## config.mk

```make
export PLATFORM = sky130hd
export DESIGN_NAME = cpc_rom_loader
export DESIGN_NICKNAME = d
export VERILOG_FILES = /design/src/rtl/cpc_loader_pkg.sv /design/src/rtl/cpc_ext_decode.sv /design/src/rtl/cpc_rom_loader.sv
export SDC_FILE = /design/constraint.sdc
export NUM_CORES = 1
export LEC_CHECK = 0
export ABC_AREA = 1
export CAP_MARGIN = 20
export CORE_UTILIZATION = 50
export DETAILED_ROUTE_END_ITERATION = 6
export PLACE_DENSITY = 0.7
export SETUP_SLACK_MARGIN = 0.15
export SLEW_MARGIN = 20
export SYNTH_ARGS = -nofsm -noshare
export SYNTH_HDL_FRONTEND = slang
export SYNTH_HIERARCHICAL = 1
export SYNTH_SLANG_ARGS = --single-unit
```

## constraint.sdc

```tcl
create_clock -name clk_sys -period 29.9 [get_ports clk_sys]
set_input_delay 5.98 -clock clk_sys [delete_from_list [all_inputs] [get_ports clk_sys]]
set_output_delay 5.98 -clock clk_sys [all_outputs]
set_load 0.02 [all_outputs]
```

## src/rtl/cpc_loader_pkg.sv

```systemverilog
// Shared types and constants for the CPC ROM loader: FSM states, special pages,
// the system-pack page table and the ASCII hex digit decoder.
package cpc_loader_pkg;

    typedef enum logic [1:0] {IDLE, ARM, LOAD, DRAIN} state_t;

    localparam logic [8:0] PAGE_BAD = 9'h1EE;
    localparam logic [8:0] PAGE_MF2 = 9'h1FF;

    // Index is block % 4 of the system ROM pack.
    localparam logic [3:0][8:0] SYS_PAGE = {9'h1FF, 9'h107, 9'h100, 9'h000};

    // Returns {valid, nibble}; only 0-9 and upper-case A-F are digits.
    function automatic logic [4:0] hex_nib(input logic [7:0] c);
        logic [7:0] v;
        v = 8'h00;
        if (c >= 8'h30 && c <= 8'h39) begin
            v = c - 8'h30;
            return {1'b1, v[3:0]};
        end
        if (c >= 8'h41 && c <= 8'h46) begin
            v = c - 8'h37;
            return {1'b1, v[3:0]};
        end
        return 5'h00;
    endfunction

endpackage

```

## src/rtl/cpc_ext_decode.sv

```systemverilog
// Maps a two-character file extension to a 9-bit SDRAM ROM page plus the
// combo flag used by the "Z0" (ROM + Multiface) image.
module cpc_ext_decode
    import cpc_loader_pkg::*;
(
    input  logic [15:0] ext,
    output logic [8:0]  page,
    output logic        combo
);

    logic [4:0] hi;
    logic [4:0] lo;

    always_comb begin
        hi    = hex_nib(ext[15:8]);
        lo    = hex_nib(ext[7:0]);
        page  = PAGE_BAD;
        combo = 1'b0;
        if (ext == 16'h5A5A) begin
            page = 9'h000;
        end else if (ext == 16'h5A30) begin
            page  = 9'h000;
            combo = 1'b1;
        end else begin
            // Each valid digit overrides its nibble of the default; a fully
            // valid pair lands in the low (expansion) half of ROM space.
            if (hi[4]) page[7:4] = hi[3:0];
            if (lo[4]) page[3:0] = lo[3:0];
            page[8] = ~(hi[4] & lo[4]);
        end
    end

endmodule

```

## src/rtl/cpc_rom_loader.sv

```systemverilog
// Sequences ioctl downloads into the SDRAM write port via a one-byte holding
// register and keeps the ROM-presence map. Optional LOADER_CHECKSUM_EN adds a byte sum.
module cpc_rom_loader
    import cpc_loader_pkg::*;
#(
    parameter int ADDR_W   = 23,
    parameter int MAP_W    = 8,
    parameter int SYS_BLKS = 8
) (
    input  logic              clk_sys,
    input  logic              reset,
    input  logic              ioctl_download,
    input  logic              ioctl_wr,
    input  logic [24:0]       ioctl_addr,
    input  logic [7:0]        ioctl_dout,
    input  logic [7:0]        ioctl_index,
    input  logic [31:0]       ioctl_file_ext,
    input  logic              model,
    input  logic              mem_slot,
    output logic              mem_we,
    output logic [ADDR_W-1:0] mem_addr,
    output logic [1:0]        mem_bank,
    output logic [7:0]        mem_din,
    output logic              busy,
    output logic              overrun,
    input  logic [MAP_W-1:0]  map_addr,
    output logic              map_hit
`ifdef LOADER_CHECKSUM_EN
   ,output logic [15:0]       checksum
`endif
);

    state_t            state, state_nxt;
    logic              dl_q, wr_q, start_pend;
    logic              dl_rise, wr_fall;
    logic [8:0]        page, dec_page;
    logic              combo, dec_combo;
    logic              hold_v;
    logic [10:0]       blk;
    logic [8:0]        sys_pg;
    logic [ADDR_W-1:0] cap_addr;
    logic [1:0]        cap_bank;
    logic              cap_ok, capture, commit;
    logic [2**MAP_W-1:0] rom_map = '0;

    cpc_ext_decode u_dec (
        .ext   (ioctl_file_ext[15:0]),
        .page  (dec_page),
        .combo (dec_combo)
    );

    assign dl_rise = ioctl_download & ~dl_q;
    assign wr_fall = wr_q & ~ioctl_wr;

    always_comb begin
        blk    = ioctl_addr[24:14];
        sys_pg = SYS_PAGE[blk[1:0]];
        if (ioctl_index == 8'd0) begin
            cap_addr = ADDR_W'({sys_pg, ioctl_addr[13:0]});
            cap_bank = blk[3:2];
            cap_ok   = (blk < 11'(SYS_BLKS));
        end else begin
            cap_addr = ADDR_W'({page[8], page[7:0] + ioctl_addr[21:14], ioctl_addr[13:0]});
            cap_bank = {1'b0, model};
            cap_ok   = 1'b1;
        end
    end

    assign capture = (state == LOAD) & wr_fall & cap_ok;
    assign mem_we  = hold_v & mem_slot & ~reset;
    assign commit  = mem_we;

    // FSM: state register
    always_ff @(posedge clk_sys) begin
        if (reset) state <= IDLE;
        else       state <= state_nxt;
    end

    // FSM: next state
    always_comb begin
        state_nxt = state;
        case (state)
            IDLE:  if (dl_rise | start_pend) state_nxt = ARM;
            ARM:   state_nxt = LOAD;
            LOAD:  if (!ioctl_download) state_nxt = DRAIN;
            DRAIN: if (!hold_v) state_nxt = IDLE;
            default: state_nxt = IDLE;
        endcase
    end

    // FSM: outputs
    always_comb begin
        busy = (state != IDLE);
    end

    // Edge trackers follow the inputs through reset so a download already in
    // progress is not mistaken for a new one when reset releases.
    always_ff @(posedge clk_sys) begin
        dl_q <= ioctl_download;
        wr_q <= ioctl_wr;
        if (reset || state == ARM)         start_pend <= 1'b0;
        else if (dl_rise && state != IDLE) start_pend <= 1'b1;
    end

    always_ff @(posedge clk_sys) begin
        if (reset) begin
            page  <= PAGE_BAD;
            combo <= 1'b0;
        end else if (state == ARM) begin
            page  <= dec_page;
            combo <= dec_combo;
        end else if (commit && combo && mem_addr[13:0] == 14'h3FFF) begin
            page  <= PAGE_MF2;
            combo <= 1'b0;
        end
    end

    // A capture coinciding with a commit replaces the byte just written out.
    always_ff @(posedge clk_sys) begin
        if (reset) begin
            hold_v   <= 1'b0;
            mem_addr <= '0;
            mem_bank <= 2'd0;
            mem_din  <= 8'd0;
            overrun  <= 1'b0;
        end else begin
            if (capture) begin
                hold_v   <= 1'b1;
                mem_addr <= cap_addr;
                mem_bank <= cap_bank;
                mem_din  <= ioctl_dout;
            end else if (commit) begin
                hold_v <= 1'b0;
            end
            if (state == ARM)           overrun <= 1'b0;
            else if (capture && hold_v) overrun <= 1'b1;
        end
    end

    always_ff @(posedge clk_sys) begin
        if (commit && mem_addr[ADDR_W-1])
            rom_map[mem_addr[14 +: MAP_W]] <= 1'b1;
    end

    always_ff @(posedge clk_sys) begin
        if (reset) map_hit <= 1'b0;
        else       map_hit <= rom_map[map_addr];
    end

`ifdef LOADER_CHECKSUM_EN
    always_ff @(posedge clk_sys) begin
        if (reset || state == ARM) checksum <= 16'd0;
        else if (commit)           checksum <= checksum + {8'd0, mem_din};
    end
`endif

endmodule
```

Word-level counts from Yosys, hierarchy flattened
Cells that the tools add are included.

storage, ports and cells
  register bits = 307
  bits of input ports = 87
  output and inout bits = 37
  word-level logic and storage cells = 110

operators by class
  add/sub/neg operators = 5
  $lt $le $gt $ge = 13
  equality and inequality tests = 9
  multiplexer cells = 39
  bitwise operators = 13
  reduce and logical (&&, ||, !) cells = 18

operators by type and width
  kind                                                                               count
  256-bit bitwise OR                                                                 1
  9-bit two-way mux                                                                  5
  5-bit two-way mux                                                                  8
  16-bit by 15-bit equality test with 1-bit output (second input constant)           2
  23-bit two-way mux                                                                 1
  9-bit binary-select mux with 2-bit select                                          1
  8-bit by 9-bit < comparator with 1-bit output (second input constant)              2
  8-bit by 6-bit >= comparator with 1-bit output (second input constant)             2
  8-bit by 7-bit >= comparator with 1-bit output (second input constant)             2
  8-bit by 6-bit less-or-equal comparator with 1-bit output (second input constant)  2
  8-bit by 7-bit less-or-equal comparator with 1-bit output (second input constant)  2
  1-bit two-way mux                                                                  15
  14-bit equality test (second input constant)                                       1
  11-bit by 4-bit < comparator with 1-bit output (second input constant)             1
  1-bit logical AND                                                                  10
  8-bit adder                                                                        1
  1-bit binary-select mux with 8-bit select                                          1
  1-bit demux with 8-bit select                                                      1
  8-bit by 1-bit >= comparator with 1-bit output (second input constant)             1
  8-bit logical NOT                                                                  1
  2-bit two-way mux                                                                  4
  4-bit two-way mux                                                                  2
  2-bit one-hot mux with 4 select lines                                              1
  4-bit by 1-bit subtractor with 4-bit output (second input constant)                2
  other kinds (13)                                                                   28

Depth between registers and ports, before layout
  word-level depth = 11
  gate-level depth with buffers = 13
  depth with buffers taken out = 13

Cells and area by module
Netlist, hierarchy kept.

modules (own cells, without submodules)
  module          instances  cells each  area an instance (µm²)  seq. area each (µm²)
  cpc_rom_loader  1          1470        14794.2                 8708.4
  cpc_ext_decode  1          117         619.3                   0.0

Worst setup path before layout
No wires, ideal clock.

  path kind = in2reg
  start point = input port reset
  end point = register rom_map[0], enable pin
  setup time = 0.878 ns
  arrival time = 16.945 ns
  required time = 29.022 ns
  slack = 12.077 ns
  stages on the path = 4
  buffers on the path = 1
  path through = buf_2 inv_1 nand3_1 nor2_1

on the way
  word-level cells in the longest chain between the ends = 3

ends and longest elaborated chain
  element                         line                   text
  start: declaration              cpc_rom_loader.sv:11   input logic reset,
  1-bit inverter                  cpc_rom_loader.sv:70   assign mem_we = hold_v & mem_slot & ~reset;
  1-bit AND                       cpc_rom_loader.sv:70
  1-bit logical AND               cpc_rom_loader.sv:141  if (commit && mem_addr[ADDR_W-1])
  end signal: indexed assignment  cpc_rom_loader.sv:142  rom_map[mem_addr[14 +: MAP_W]] <= 1'b1;
  end: declaration                cpc_rom_loader.sv:44   logic [2**MAP_W-1:0] rom_map = '0;

No other way between the ends.
A chain may end at the register's enable or synchronous reset.

Final worst setup path
  start point = input port reset
  end point = output port mem_we

on the way
  word-level cells in the longest chain between the ends = 2

ends and longest elaborated chain
  element           line                  text
  1-bit inverter    cpc_rom_loader.sv:70
  1-bit AND         cpc_rom_loader.sv:70
  end: declaration  cpc_rom_loader.sv:20  output logic mem_we,

No other way between the ends.

==> qor.json <==
{
  "place": {
    "port_buffers": 107,
    "post-place-ws_ps": 15050,
    "post-dp-hpwl_um": 23230,
    "globalplace.congestion": 0.8299,
    "placedCellCount": 1998
  },
  "sta": {
    "setup_slack_ps": 15530,
    "final.min_clock_period_ps": 14370,
    "report.final.setup_viol": 0,
    "final_cycle_share": 0.4806,
    "timing_hold_violations_final": 0,
    "final_max_slew_viol_count": 0,
    "setup_total_negative_slack_ps": 0,
    "timing.fmax_mhz": 69.60,
    "maxSlewHeadroom": 0.2220,
    "worst-slew-pin-transition_ps": 1164,
    "grt_setup_unrepaired": "false",
    "clock_skew_ps": 15.48
  },
  "clock_network": {
    "post_cts_hold_buffer_count": 0,
    "cts_max_level": 2,
    "clkTransAtPathRegs_ps": 60,
    "clk_path_buf_depth": 3,
    "cts-buffers-inserted": 35,
    "ctsRootBufferMaster": "sky130_fd_sc_hd__clkbuf_16",
    "clock-sinks": 307,
    "tritoncts": "yes",
    "clk-insertion-delay-late_ps": 520,
    "postCtsSetupRepairBufs": 0,
    "post_cts_resize_count": 0
  },
  "grt": {
    "antenna_found_initial": 0,
    "total_grt_usage": 0.2655,
    "grt_first_pass_wirelength_um": 64310,
    "first_global_vias": 11660,
    "grt_start_max_net_pins": 207,
    "overflow": 0
  },
  "synth": {
    "ys_warn_count": 6,
    "synth_largest_area_cell": "sky130_fd_sc_hd__edfxtp_1",
    "mappedNetlistArea_um2": 15410,
    "synth_top_area_frac": 0.4987,
    "synth_cell_type_count": 37,
    "synth_fp_nets": 1696,
    "synthTopCellsByArea": "sky130_fd_sc_hd__edfxtp_1, sky130_fd_sc_hd__o21bai_1, sky130_fd_sc_hd__nand2_1, sky130_fd_sc_hd__nand3_1, sky130_fd_sc_hd__dfxtp_1",
    "synth-edff-count": 256,
    "synthesis.area_per_instance_um2": 9.712,
    "synth_seq_cells": 307,
    "synthCells": 1587,
    "dominantRegCellSynth": "sky130_fd_sc_hd__edfxtp_1",
    "synth-seq-area-share": 0.5650,
    "synth_async_sr_flop_share": 0
  },
  "critical_path": {
    "critPathLaunch": "reset",
    "required_time_of_the_worst_setup_path_ps": 23920,
    "highest_cell_delay_on_the_worst_timing_path_ps": 760,
    "worst_setup_end_kind": "output port",
    "timing.critical_path.cells": "clkdlybuf4s50_1, inv_1, nand3_1, inv_1, clkdlybuf4s50_1",
    "worstSetupStartpointType": "input pin",
    "worst-r2r-setup-slack_ps": 27160,
    "worstSetupPathType": "input pin to output port",
    "timing.rr.end": "rom_map[243]",
    "critical-path-top-delay-family": "buffers and inverters",
    "r2r.worst_path.cells": 5,
    "critical-path-slowest-cell": "sky130_fd_sc_hd__clkdlybuf4s50_1",
    "worstReg2RegStart": "hold_v",
    "cp.arrival_ps": 8390,
    "path_max_fanout": 17,
    "endpoint": "mem_we",
    "critical_path_buf_inv_count": 4,
    "critical_path_cell_count": 5
  },
  "routing": {
    "route.vias.total": 12120,
    "drtIter0Drc": 1259,
    "drc": 0,
    "route.final.wire_length_um": 41250,
    "wl_per_cell_um": 19.98,
    "antenna_viol_nets_final": 0,
    "number_of_iterations_in_the_first_detailed_routing_pass": 5,
    "drt-vias-per-instance": 5.874
  },
  "floorplan": {
    "ios": 124,
    "die_area_um2": 31530,
    "placement_rows": 63,
    "height_of_the_die_um": 177.6,
    "die_boundary_width_um": 177.6,
    "core_region_area_um2": 29950,
    "start_util": 0.5146
  },
  "final_layout": {
    "final_common_cell": "sky130_fd_sc_hd__nand2_1",
    "most-common-layout-cells": "sky130_fd_sc_hd__nand2_1, sky130_fd_sc_hd__nand3_1, sky130_fd_sc_hd__o21bai_1, sky130_fd_sc_hd__edfxtp_1, sky130_fd_sc_hd__clkdlybuf4s50_1",
    "insertedDiodeCount": 0,
    "synthToLayoutAreaGrowth_pct": 14.92,
    "layout-drive-gt1-share": 0.05257,
    "design.final.nets": 1756,
    "stdcell_count": 2064,
    "nFillCells": 2553
  },
  "run_status": {
    "outcome": "finished clean"
  },
  "power": {
    "vdd_drop_max_v": 0.00004127,
    "leakage_nw": 5.672,
    "power_per_cell_area_nw_per_um2": 57.54
  },
  "run": {
    "max_cap_viol_count": 0
  },
  "min_path": {
    "min-delay-path-class": "flop to flop"
  }
}
==> worst min path at each step <==
stage	from	end	cells after the start
2_1_floorplan	start_pend	start_pend	2
3_3_place_gp	mem_bank[1]	mem_bank[1]	2
3_5_place_dp	mem_bank[1]	mem_bank[1]	2
4_1_cts	mem_bank[1]	mem_bank[1]	2
5_1_grt	overrun	overrun	2
6_report	mem_bank[1]	mem_bank[1]	2
==> Yosys cell counts, types with 2 or more instances <==
master,count
sky130_fd_sc_hd__nand3_1,266
sky130_fd_sc_hd__or2_2,3
sky130_fd_sc_hd__nand2_4,2
sky130_fd_sc_hd__nand2_2,3
sky130_fd_sc_hd__buf_4,16
sky130_fd_sc_hd__nand2_1,377
sky130_fd_sc_hd__o21ai_0,36
sky130_fd_sc_hd__o21bai_1,256
sky130_fd_sc_hd__a221oi_1,3
sky130_fd_sc_hd__o221ai_1,2
sky130_fd_sc_hd__nor3_1,6
sky130_fd_sc_hd__nand4_1,5
sky130_fd_sc_hd__a211oi_1,2
sky130_fd_sc_hd__ha_1,21
sky130_fd_sc_hd__dfxtp_1,51
sky130_fd_sc_hd__clkbuf_1,49
sky130_fd_sc_hd__a21oi_1,20
sky130_fd_sc_hd__buf_1,5
sky130_fd_sc_hd__nor2_4,3
sky130_fd_sc_hd__nor2_1,84
sky130_fd_sc_hd__inv_2,8
sky130_fd_sc_hd__inv_1,65
sky130_fd_sc_hd__edfxtp_1,256
sky130_fd_sc_hd__buf_2,16
sky130_fd_sc_hd__o22ai_1,7
sky130_fd_sc_hd__a31oi_1,4
sky130_fd_sc_hd__nand3_2,2
sky130_fd_sc_hd__buf_6,10
==> metal layers <==
metal | part of all wire | up-vias | track usage
li1 | - | 5696 | -
met1 | 0.42 | 5826 | 0.3586
met2 | 0.46 | 515 | 0.4256
met3 | 0.087 | 86 | 0.05463
met4 | 0.030 | 0 | 0.08903
met5 | 0 | - | 0
==> tightest hold or removal path, stage by stage, from the launching register on <==
cell                      delay [ps]
sky130_fd_sc_hd__dfxtp_1         300
sky130_fd_sc_hd__nand2_1          60
sky130_fd_sc_hd__nor2_1           40
==> sequential cells by signal (all words and copies together) (netlist names) <==
signal / cells
state: 2
map_hit: 1
dl_q: 1
mem_addr: 23
mem_bank: 2
combo: 1
rom_map: 256
page: 9
overrun: 1
hold_v: 1
mem_din: 8
start_pend: 1
wr_q: 1
==> logic make-up after synthesis <==
| group | Yosys count | share of synthesized area |
|---|---|---|
| AOI/OAI and AO/OA | 331 | 0.1518 |
| xor gates and xnor gates | 2 | 0.001137 |
| adders and majority gates | 22 | 0.01835 |
| buffers and inverters | 169 | 0.05122 |
| DFF | 307 | 0.5650 |
| and+or+nand+nor | 756 | 0.2125 |
==> layout make-up <==
type | instances | area (um^2) | area share
timing repair buffer | 119 | 1194 | 0.06739
clock buffer | 44 | 930.9 | 0.05255
clock inverter | 20 | 190.2 | 0.01074
multi-input combinational | 1111 | 5926 | 0.3345
tap | 390 | 488.0 | 0.02755
inverter | 73 | 276.5 | 0.01561
sequential | 307 | 8708 | 0.4916
==> stage by stage <==
stage / util / total power [mW] / instance area, um^2 / hold slack [ps]
after floorplan: - / 0.5565 / 15410 / 434.0
after global placement: 0.5524 / 0.6010 / 16550 / 426.6
after detailed placement: 0.5524 / 0.6031 / 16550 / 439.0
after CTS: 0.5899 / 1.023 / 17670 / 448.6
after global routing: 0.5914 / 1.053 / 17710 / 472.3
final: 0.5914 / 1.019 / 17710 / 445.7
==> report_power, final <==
group / total (mW) / leakage [nW] / switching [mW] / internal [mW]
registers: 0.471 / 1.84 / 0.00613 / 0.465
logic: 0.125 / 3.29 / 0.0827 / 0.0427
clock network: 0.423 / 0.542 / 0.175 / 0.248
total: 1.02 / 5.67 / 0.264 / 0.756
No activity file was read; power rests on OpenSTA's default activity.
